`config.mk`:
```
export PLATFORM = sky130hd
export DESIGN_NAME = div_arbiter
export DESIGN_NICKNAME = d
export VERILOG_FILES = /design/src/rtl/div_arbiter.sv
export SDC_FILE = /design/constraint.sdc
export NUM_CORES = 1
export LEC_CHECK = 0
export BUFFER_PORTS_ARGS = -buffer_cell sky130_fd_sc_hd__buf_2
export CAP_MARGIN = 40
export CORE_ASPECT_RATIO = 0.5
export CORE_UTILIZATION = 43
export CTS_BUF_LIST = sky130_fd_sc_hd__clkbuf_4
export DETAILED_ROUTE_END_ITERATION = 16
export HOLD_SLACK_MARGIN = 0.05
export PLACE_DENSITY = 0.64
export SKIP_LAST_GASP = 1
export SYNTH_ARGS = -nofsm -noshare
export SYNTH_HDL_FRONTEND = slang
export SYNTH_SLANG_ARGS = --single-unit
```
`constraint.sdc`:
```
create_clock -name clk -period 6.4 [get_ports clk]
set_input_delay 0.96 -clock clk [delete_from_list [all_inputs] [get_ports clk]]
set_output_delay 0.96 -clock clk [all_outputs]
set_load 0.1 [all_outputs]
```
`src/rtl/div_arbiter.sv`:
```
// div_arbiter: round-robin scheduler sharing one fixed-latency sequential
// divider among NREQ requesters. Divisor-zero requests are answered locally
// with 8'hFF without starting the divider.
module div_arbiter #(
  parameter int unsigned NREQ        = 4,
  parameter int unsigned DIV_LATENCY = 11
) (
  input  logic                 clk,
  input  logic                 nrst,
  input  logic [NREQ-1:0]      req,
  input  logic [16*NREQ-1:0]   req_dividend,
  input  logic [16*NREQ-1:0]   req_divisor,
  output logic [NREQ-1:0]      ack,
  output logic                 res_valid,
  output logic [7:0]           res_q,
  output logic [2:0]           res_id,
  output logic                 busy,
  output logic                 div_start,
  output logic [15:0]          div_dividend,
  output logic [15:0]          div_divisor,
  input  logic [7:0]           div_q
);

  localparam int unsigned IDW  = 3;
  localparam int unsigned OPW  = 16;
  localparam int unsigned CNTW = $clog2(DIV_LATENCY);

  typedef enum logic [1:0] {IDLE, ISSUE, WAIT, RESULT} state_t;

  state_t             state_q, state_d;
  logic [IDW-1:0]     ptr_q, ptr_d;
  logic [IDW-1:0]     cur_id_q, cur_id_d;
  logic [OPW-1:0]     op_dvd_q, op_dvd_d;
  logic [OPW-1:0]     op_dvs_q, op_dvs_d;
  logic [CNTW-1:0]    cnt_q, cnt_d;
  logic [NREQ-1:0]    ack_q, ack_d;
  logic               res_valid_q, res_valid_d;
  logic [7:0]         res_q_q, res_q_d;
  logic [IDW-1:0]     res_id_q, res_id_d;
  logic               busy_q, busy_d;
  logic               div_start_q, div_start_d;

  logic               grant_found;
  logic [IDW-1:0]     grant_idx;
  logic [OPW-1:0]     grant_dvd;
  logic [OPW-1:0]     grant_dvs;
  int unsigned        scan_idx;

  // Round-robin search: first pending request above the last-served pointer
  always_comb begin
    grant_found = 1'b0;
    grant_idx   = '0;
    grant_dvd   = '0;
    grant_dvs   = '0;
    scan_idx    = 0;
    for (int unsigned i = 0; i < NREQ; i++) begin
      scan_idx = (32'(ptr_q) + 32'd1 + i) % NREQ;
      if (!grant_found && (|(req & (NREQ'(1) << scan_idx)))) begin
        grant_found = 1'b1;
        grant_idx   = IDW'(scan_idx);
        grant_dvd   = OPW'(req_dividend >> (OPW * scan_idx));
        grant_dvs   = OPW'(req_divisor >> (OPW * scan_idx));
      end
    end
  end

  // Next-state and registered-output computation
  always_comb begin
    state_d     = state_q;
    ptr_d       = ptr_q;
    cur_id_d    = cur_id_q;
    op_dvd_d    = op_dvd_q;
    op_dvs_d    = op_dvs_q;
    cnt_d       = cnt_q;
    ack_d       = '0;
    res_valid_d = 1'b0;
    res_q_d     = res_q_q;
    res_id_d    = res_id_q;
    div_start_d = 1'b0;

    case (state_q)
      IDLE: begin
        if (grant_found) begin
          ptr_d       = grant_idx;
          cur_id_d    = grant_idx;
          op_dvd_d    = grant_dvd;
          op_dvs_d    = grant_dvs;
          ack_d       = NREQ'(1) << grant_idx;
          // start pulse lines up with ISSUE; skipped when answering locally
          div_start_d = (grant_dvs != '0);
          state_d     = ISSUE;
        end
      end
      ISSUE: begin
        if (op_dvs_q != '0) begin
          cnt_d   = CNTW'(DIV_LATENCY - 1);
          state_d = WAIT;
        end else begin
          res_q_d     = 8'hFF;
          res_id_d    = cur_id_q;
          res_valid_d = 1'b1;
          state_d     = RESULT;
        end
      end
      WAIT: begin
        if (cnt_q == '0) begin
          res_q_d     = div_q;
          res_id_d    = cur_id_q;
          res_valid_d = 1'b1;
          state_d     = RESULT;
        end else begin
          cnt_d = cnt_q - CNTW'(1);
        end
      end
      RESULT: begin
        state_d = IDLE;
      end
      default: begin
        state_d = IDLE;
      end
    endcase

    busy_d = (state_d != IDLE);
  end

  // State and output registers, cleared asynchronously
  always_ff @(posedge clk or negedge nrst) begin
    if (!nrst) begin
      state_q     <= IDLE;
      ptr_q       <= IDW'(NREQ - 1);
      cur_id_q    <= '0;
      op_dvd_q    <= '0;
      op_dvs_q    <= '0;
      cnt_q       <= '0;
      ack_q       <= '0;
      res_valid_q <= 1'b0;
      res_q_q     <= '0;
      res_id_q    <= '0;
      busy_q      <= 1'b0;
      div_start_q <= 1'b0;
    end else begin
      state_q     <= state_d;
      ptr_q       <= ptr_d;
      cur_id_q    <= cur_id_d;
      op_dvd_q    <= op_dvd_d;
      op_dvs_q    <= op_dvs_d;
      cnt_q       <= cnt_d;
      ack_q       <= ack_d;
      res_valid_q <= res_valid_d;
      res_q_q     <= res_q_d;
      res_id_q    <= res_id_d;
      busy_q      <= busy_d;
      div_start_q <= div_start_d;
    end
  end

  assign ack          = ack_q;
  assign res_valid    = res_valid_q;
  assign res_q        = res_q_q;
  assign res_id       = res_id_q;
  assign busy         = busy_q;
  assign div_start    = div_start_q;
  assign div_dividend = op_dvd_q;
  assign div_divisor  = op_dvs_q;

endmodule

```
==> results.ini, run 1 <==
[detailed_routing]
vias_per_cell=6.40
met1_length_um=7760
drtAntennaViolNets=0
route.top_layer_used=met5
drt-initial-drc-count=325
avgRoutedWirePerCell_um=20.6
drtPass1Iterations=5
dr_wl_met3_um=1080
vias=5768
wl_met2_um=9450
wl_um=18600
drc=0

[status]
outcome=finished, final reports clean

[die]
die_h_um=88.9
die-area_um2=15600
start_util=0.445
core_area_um2=14600
num_rows=31
die_width_um=176
io_pins=192

[cells_and_area]
drive_gt1_frac=0.536
fin_area_um2=7730
syn_to_final_growth_pct=19.0
nets=848
nFillCells=1309
n_antenna_cell=0

[clocking]
cts-root-buf=clkbuf_4
cts-resized-gates=0
worstSkewPairLatency_ps=430
cts_tree=yes
clk_pin_slew_ps=110
htree_levels=3
cts_hold_buf=0
post_cts_buffers=0
cts_buffers=9
cts_sinks=59
clockBufferDepth=2

[logic_synthesis]
yosys.area.top_type_share=0.437
yosysMostFrequentCell=mux4_2
synth_seq_area_share=0.228
yosys-top-cells-area=mux4_2, dfrtp_1, nand2_1, o21ai_0, mux2_2
synth_area_um2=6500
avgSynthCellArea_um2=12.1
synth_nets=688
synth_cells=538
yosysUniqueCellTypes=55
synthArstFlopShare=1.00
synth_commonest_cells=mux4_2, dfrtp_1, nand2_1
synth_edf_count=0
yosys.area.top_type=mux4_2
synth_ff_type=dfrtp_1
synth_warnings=0
ys_seq_elements=59

[global_routing]
antenna_found_initial=1
grt_pass1_wl_um=29000
grt_pass1_vias=5576
grt.overflow.total=0
grt_max_degree=60
grt_usage=0.242

[timing]
rsz0062_at_grt=false
finalSetupViolCount=0
post-route-min-period_ps=4320
fin_worst_skew_ps=15.1
slew_headroom=0.416
finalMaxSlewViolations=0
fin_crit_sh=0.675
setup_tns_ps=0
finalHoldViolCount=0
fmax_mhz=232
tightestPinTransition_ps=877

[worst_hold_path]
hp-start=div_dividend[6]
hold_path_class=register to register

[placement]
place_hpwl_um=13600
port-buffer-count=190
placed_cell_area_um2=7570
gp_congestion=0.838

[critical_path]
end_kind=register
required_ps=6710
arrival_ps=4630
critPathLaunchType=register
cp_max_fo=58
rr_startpoint=ptr_q[0]
path_class=register to register
crit_start=ptr_q[0]

[job]
cap_violations=0

-- metal layers --
metal,global-route usage,vias to the layer above
li1,-,2579
met1,0.317,2965
met2,0.420,195
met3,0.0476,27
met4,0.0617,2
met5,0,-
-- through the flow --
step | setup WS (ps) | utilization | instances | hold WS [ps]
final | 2080 | 0.529 | 901 | 481
after global routing | 1730 | 0.529 | 901 | 512
after CTS | 2040 | 0.529 | 901 | 489
after detailed placement | 2070 | 0.518 | 885 | 465
after global placement | 2160 | 0.513 | 882 | 457
after floorplan | 2670 | - | 538 | 444
-- critical path, stage by stage, from the launching register on --
cell,delay (ps)
dfstp_4,1200
inv_1,180
ha_1,340
a22oi_1,510
nand2_1,500
o41ai_4,460
buf_4,390
inv_2,270
mux2_2,330
-- cell families after synthesis --
group / after synthesis / share of synthesized area
AND/OR/NAND/NOR: 107 / 0.0780
XOR/XNOR: 1 / 0.00135
flip-flops: 59 / 0.228
adder cells (fa/ha/maj): 8 / 0.0154
multiplexers: 146 / 0.471
buffers and inverters: 64 / 0.0531
other: 1 / 0.000577
AO/OA/AOI/OAI: 152 / 0.153
-- sequential cells by signal, indices dropped and copies added, names as in the netlist, 2 cells and up --
signal,flops
ack,4
state_q,2
div_dividend,16
cnt_q,4
div_divisor,16
ptr_q,2
cur_id_q,2
res_q,8
res_id,2
-- final cells by class --
cell class / instances / area (um^2) / area share
multi-input combinational: 415 / 4720 / 0.610
sequential: 59 / 1480 / 0.192
timing repair buffer: 202 / 1080 / 0.140
tap: 198 / 248 / 0.0320
clock inverter: 6 / 88.8 / 0.0115
clock buffer: 10 / 75.1 / 0.00971
inverter: 11 / 41.3 / 0.00534
-- layout by cell type (no fill, tap or decap), drive strengths merged, types with 5 or more instances in the layout --
cell    count
nand2      56
dfrtp      57
mux2       18
o22a        8
inv        12
o21ai      41
ha          8
o22ai      16
clkbuf     10
a211oi      9
nor4       11
nor2       15
buf       202
mux4      126
a22oi      24
nor3        5
a21oi      28
-- path summary, 6_finish.rpt --
check	end	slack, ps	cells past startpoint
worst max-delay path	div_divisor[9]	2080	8
worst min-delay path	div_dividend[6]	480	2
worst max register to register	div_divisor[9]	2080	8
worst min register to register	div_dividend[6]	480	2
max in group asynchronous	div_dividend[0]	5190	2
min in group asynchronous	cnt_q[0]	680	2
Power of run 1 is not shown: default switching activity piles up to over one toggle a cycle in this logic, so the estimate is an artifact.
==> run 2, diff against run 1 <==
--- a/config.mk
+++ b/config.mk
@@ -5,6 +5,7 @@
 export SDC_FILE = /design/constraint.sdc
 export NUM_CORES = 1
 export LEC_CHECK = 0
+export ABC_AREA = 1
 export BUFFER_PORTS_ARGS = -buffer_cell sky130_fd_sc_hd__buf_2
 export CAP_MARGIN = 40
 export CORE_ASPECT_RATIO = 0.5
@@ -12,7 +13,7 @@
 export CTS_BUF_LIST = sky130_fd_sc_hd__clkbuf_4
 export DETAILED_ROUTE_END_ITERATION = 16
 export HOLD_SLACK_MARGIN = 0.05
-export PLACE_DENSITY = 0.64
+export PLACE_DENSITY = 0.67
 export SKIP_LAST_GASP = 1
 export SYNTH_ARGS = -nofsm -noshare
 export SYNTH_HDL_FRONTEND = slang
==> constraint.sdc (replaced) <==
create_clock -name clk -period 3.5 [get_ports clk]
set_input_delay 0.525 -clock clk [delete_from_list [all_inputs] [get_ports clk]]
set_output_delay 0.525 -clock clk [all_outputs]
set_load 0.1 [all_outputs]
==> run 2 against run 1 <==
Critical path depth rose by 6. Critical path type unchanged. Fmax grew 57%. Synthesized cell count grew 100%. Register-to-register slack worse by 1300 ps. Clock skew shrank 3.4 ps. Hold slack worse by 120 ps. Final area shrank 3.0%. Core utilization shrank 1.2 points. Sequential share of layout area rose by 0.59 points. Critical endpoint is now div_start. Flip-flop and latch count is the same. Worst setup slack got worse by 1300 ps.
==> results.ini, run 2 <==
[critical_path]
path_cells=inv_2, ha_2, inv_2, buf_4, nor2_1, nor2_1, nand2_1, nand2_1, nor2_1, nand2_1, nor2_1, nand2_1, nor2_1, a21oi_1
path_buf_inv=3
r2r_cells=14
path_class=register to register
crit_family=buffers and inverters
critPathLaunchType=register
cp_max_fo=44
critPathMaxStageDelay_ps=660
r2r_end=div_start
cp_slowest_cell=dfstp_4
end_kind=register
arrival_ps=3080
cpMostUsedCell=nor2_1
rr_startpoint=ptr_q[0]
required_ps=3830
rrSetupSlack_ps=750

[global_routing]
use_met1=0.358
antenna_found_initial=2
grtUsageMet2=0.430
grt_usage=0.263
grt_pass1_wl_um=32200
grt.overflow.total=0
use_met3=0.0460
grt_pass1_vias=6611
grt-busiest-layer=met2
grt_max_degree=76

[detailed_routing]
wl_um=20700
drtPass1Iterations=5
drt-initial-drc-count=533
avgRoutedWirePerCell_um=14.4
vias_per_cell=5.25
vias=7563
drtAntennaViolNets=0
drc=0

[die]
num_rows=31
core_area_um2=14500
io_pins=192
start_util=0.441
die_h_um=88.3
die-area_um2=15400
die_width_um=175

[clocking]
clk_pin_slew_ps=110
cts_sinks=59
clockBufferDepth=2
cts-root-buf=clkbuf_4
cts_tree=yes
cts_buffers=9
worstSkewPairLatency_ps=400
cts-resized-gates=0
htree_levels=3

[logic_synthesis]
synthArstFlopShare=1.00
yosys-top-cells-area=nand2_1, dfrtp_1, mux2i_1, o21ai_0, nand3_1
yosys.area.top_type_share=0.300
yosysUniqueCellTypes=34
yosys.area.top_type=nand2_1
synth_edf_count=0
synth_warnings=0
yosysMostFrequentCell=nand2_1
ys_seq_elements=59
synth_commonest_cells=nand2_1, o21ai_0, nor2_1
synth_seq_area_share=0.231
synth_ff_type=dfrtp_1
avgSynthCellArea_um2=5.91
synth_nets=1233
synth_cells=1083
synth_area_um2=6400

[job]
cap_violations=0

[status]
outcome=finished, final reports clean

[timing]
fin_crit_sh=0.786
rsz0062_at_grt=false
post-route-min-period_ps=2750
setup_tns_ps=0
tightestPinTransition_ps=905
fmax_mhz=364
finalSetupViolCount=0
slew_headroom=0.397
finalMaxSlewViolations=0
finalHoldViolCount=0
fin_worst_skew_ps=11.7

[worst_hold_path]
hp-start=div_q[2]
hold_path_class=input pin to register
hold_path_depth=2
min_to=res_q[2]

[cells_and_area]
final_cell_mix=nand2_1, buf_2, o21ai_0
nets=1386
final_common_cell=nand2_1
nFillCells=1521
syn_to_final_growth_pct=17.1
drive_gt1_frac=0.202

[placement]
port-buffer-count=190
place_hpwl_um=15200
gp_congestion=0.883

## run 2: changes by cell type after synthesis, moves of 17 or more
cell / delta
a21oi_1: -22
a22oi_1: -24
a31oi_1: +32
buf_2: +17
inv_1: +40
mux2_2: -18
mux2i_1: +50
mux4_2: -126
nand2_1: +456
nand3_1: +58
nor2_1: +64
o21ai_0: +41
## run 2: timing repair
| action | CTS | global route |
|---|---|---|
| hold buffers | 1 | 0 |
| endpoints found under the hold margin | 4 | 0 |
| buffers inserted | 0 | 0 |
| setup endpoints to repair | 0 | 0 |
## run 2: cell type report
cell class,count,area [um^2],share of cell area
inverter,59,221,0.0295
timing repair buffer,211,1140,0.152
sequential,59,1480,0.198
clock buffer,9,67.6,0.00901
tap,198,248,0.0330
multi-input combinational,896,4280,0.570
clock inverter,6,57.6,0.00767
antenna,2,5.00,0.000667
## run 2: cell families after synthesis
logic type | synth area share
AND/OR/NAND/NOR | 0.424
AO/OA/AOI/OAI | 0.144
buffers and inverters | 0.102
flip-flops | 0.231
multiplexers | 0.0813
adder cells (fa/ha/maj) | 0.0156
other | 0.000586
XOR/XNOR | 0.00137
## run 2: per-stage QoR
stage	instance area [um^2]	cells	worst slack, ps	hold WS (ps)	utilization
global placement	7310	1420	862	466	0.504
CTS	7500	1438	800	326	0.517
detailed placement	7360	1422	830	381	0.507
floorplan	6400	1083	863	229	-
finish	7500	1440	750	359	0.517
global route	7500	1439	499	326	0.517
## run 2: worst max path at each step
stage              from        end  cells after the start  slack, ps
3_5_place_dp   ptr_q[0]  div_start                     14        830
6_report       ptr_q[0]  div_start                     14        750
4_1_cts        ptr_q[0]  div_start                     14        800
2_1_floorplan  ptr_q[0]  div_start                     17        860
5_1_grt        ptr_q[0]  div_start                     14        500
3_3_place_gp   ptr_q[0]     ack[2]                     12        860
## run 2: per-layer routing
metal | wire length, um | part of all wire
met5 | 0 | 0
met3 | 1320 | 0.064
met1 | 9970 | 0.48
met2 | 9040 | 0.44
met4 | 402 | 0.019
Power of run 2 is left out for the same reason.
==> run 3, diff against run 2 <==
--- a/config.mk
+++ b/config.mk
@@ -13,7 +13,7 @@
 export CTS_BUF_LIST = sky130_fd_sc_hd__clkbuf_4
 export DETAILED_ROUTE_END_ITERATION = 16
 export HOLD_SLACK_MARGIN = 0.05
-export PLACE_DENSITY = 0.67
+export PLACE_DENSITY = 0.65
 export SKIP_LAST_GASP = 1
 export SYNTH_ARGS = -nofsm -noshare
 export SYNTH_HDL_FRONTEND = slang
==> constraint.sdc (replaced) <==
create_clock -name clk -period 2.8 [get_ports clk]
set_input_delay 0.42 -clock clk [delete_from_list [all_inputs] [get_ports clk]]
set_output_delay 0.42 -clock clk [all_outputs]
set_load 0.1 [all_outputs]
==> run 3 against run 2 <==
Largest cell class unchanged. Highest routed layer is now met5. Flip-flop and latch count is the same. Sequential share of layout area shrank 0.24 points. Critical path depth grew 1.
==> results.ini, run 3 (synthesized netlist as in run 2, its figures left out) <==
[timing]
fin_worst_skew_ps=20.1
setup_tns_ps=0
fin_crit_sh=0.898
tightestPinTransition_ps=638
finalHoldViolCount=0
finalSetupViolCount=0
finalMaxSlewViolations=0
finalWorstSetupSlack_ps=287
rsz0062_at_grt=false
slew_headroom=0.575
fmax_mhz=398
post-route-min-period_ps=2510

[critical_path]
critPathLaunchType=register
path_class=register to register
required_ps=3120
cp_max_fo=13
cpMostUsedCell=nand2_1
end_kind=register
critPathMaxStageDelay_ps=660
arrival_ps=2830
path_cells=inv_2, ha_2, nor2_4, inv_2, buf_4, nand2_1, o21ai_1, nand2_1, nand2_1, nor2_1, nand2_1, nor2_1, nand2_1, nor2_1, a21oi_1
cp_slowest_cell=dfstp_4

[cells_and_area]
drive_gt1_frac=0.209
final_common_cell=nand2_1
regArea_um2=1480
multi_input_area_um2=4280
final_cell_mix=nand2_1, buf_2, o21ai_0
syn_to_final_growth_pct=18.6
nFillCells=1544
nets=1392

[clocking]
cts_sinks=59
cts-root-buf=clkbuf_4
clockBufferDepth=2
post_cts_buffers=0
clk_pin_slew_ps=110
cts_buffers=9
worstSkewPairLatency_ps=420
htree_levels=3
cts_tree=yes

[die]
num_rows=31
core_area_um2=14500
die-area_um2=15400
start_util=0.441
io_pins=192
die_width_um=175
die_h_um=88.3

[detailed_routing]
drtPass1Iterations=5
wl_um=20600
vias=7533
drtAntennaViolNets=0
drc=0
drt-initial-drc-count=493
vias_per_cell=5.20
avgRoutedWirePerCell_um=14.3

[placement]
dpl_worst_slack_ps=51.3
gp_congestion=0.882
port-buffer-count=190
place_hpwl_um=15700

[worst_hold_path]
hold_path_class=input pin to register

[global_routing]
grt_usage=0.263
grt.overflow.total=0
grt_pass1_vias=6569
grt_max_degree=54
antenna_found_initial=4
grt_pass1_wl_um=32200

[job]
cap_violations=0

[status]
outcome=finished, final reports clean

[run 3: critical path: cells and delay by family (launching register included)]
family	cells	cell delay, ps
adder cells (fa/ha/maj)	1	220
AO/OA/AOI/OAI	2	110
AND/OR/NAND/NOR	9	940
buffers and inverters	3	470
flip-flops	1	660
[run 3: layout make-up]
cell class / count / share of cell area
flip-flops and latches: 59 / 0.195
multi-input cells: 896 / 0.564
clock buffers: 10 / 0.00989
inverters: 59 / 0.0292
repair buffers: 217 / 0.157
clock inverters: 6 / 0.0119
well taps: 198 / 0.0326
diodes: 3 / 0.000989
[run 3: final timing paths]
| path | startpoint | to | slack (ps) | cells past startpoint |
|---|---|---|---|---|
| setup / recovery | ptr_q[0] | div_start | 290 | 15 |
| hold / removal | div_q[3] | res_q[3] | 240 | 2 |
| setup reg to reg | ptr_q[0] | div_start | 290 | 15 |
| hold reg to reg | res_id[1] | res_id[1] | 510 | 2 |
| max in group asynchronous | nrst | res_q[5] | 1600 | 3 |
| min in group asynchronous | nrst | div_divisor[15] | 480 | 2 |
[run 3: routing by layer]
layer | vias up | GRT usage | routed length [um]
li1 | 3831 | - | -
met1 | 3416 | 0.354 | 9730
met2 | 245 | 0.436 | 9170
met3 | 39 | 0.0490 | 1340
met4 | 2 | 0.0775 | 396
met5 | - | 0 | 12
[run 3: metrics by stage]
step / instances / utilization / cell area [um^2] / hold slack (ps)
2_1_floorplan: 1083 / - / 6400 / 124
3_3_place_gp: 1426 / 0.507 / 7360 / 393
3_5_place_dp: 1428 / 0.511 / 7410 / 398
4_1_cts: 1445 / 0.523 / 7580 / 216
5_1_grt: 1447 / 0.523 / 7590 / 218
6_report: 1448 / 0.523 / 7590 / 241
[run 3: timing repair]
action | CTS | global route
endpoints found under the hold margin | 16 | 0
setup endpoints to repair | 0 | 5
hold buffers | 1 | 0
gates resized for setup | 0 | 1
Power of run 3 is left out for the same reason.
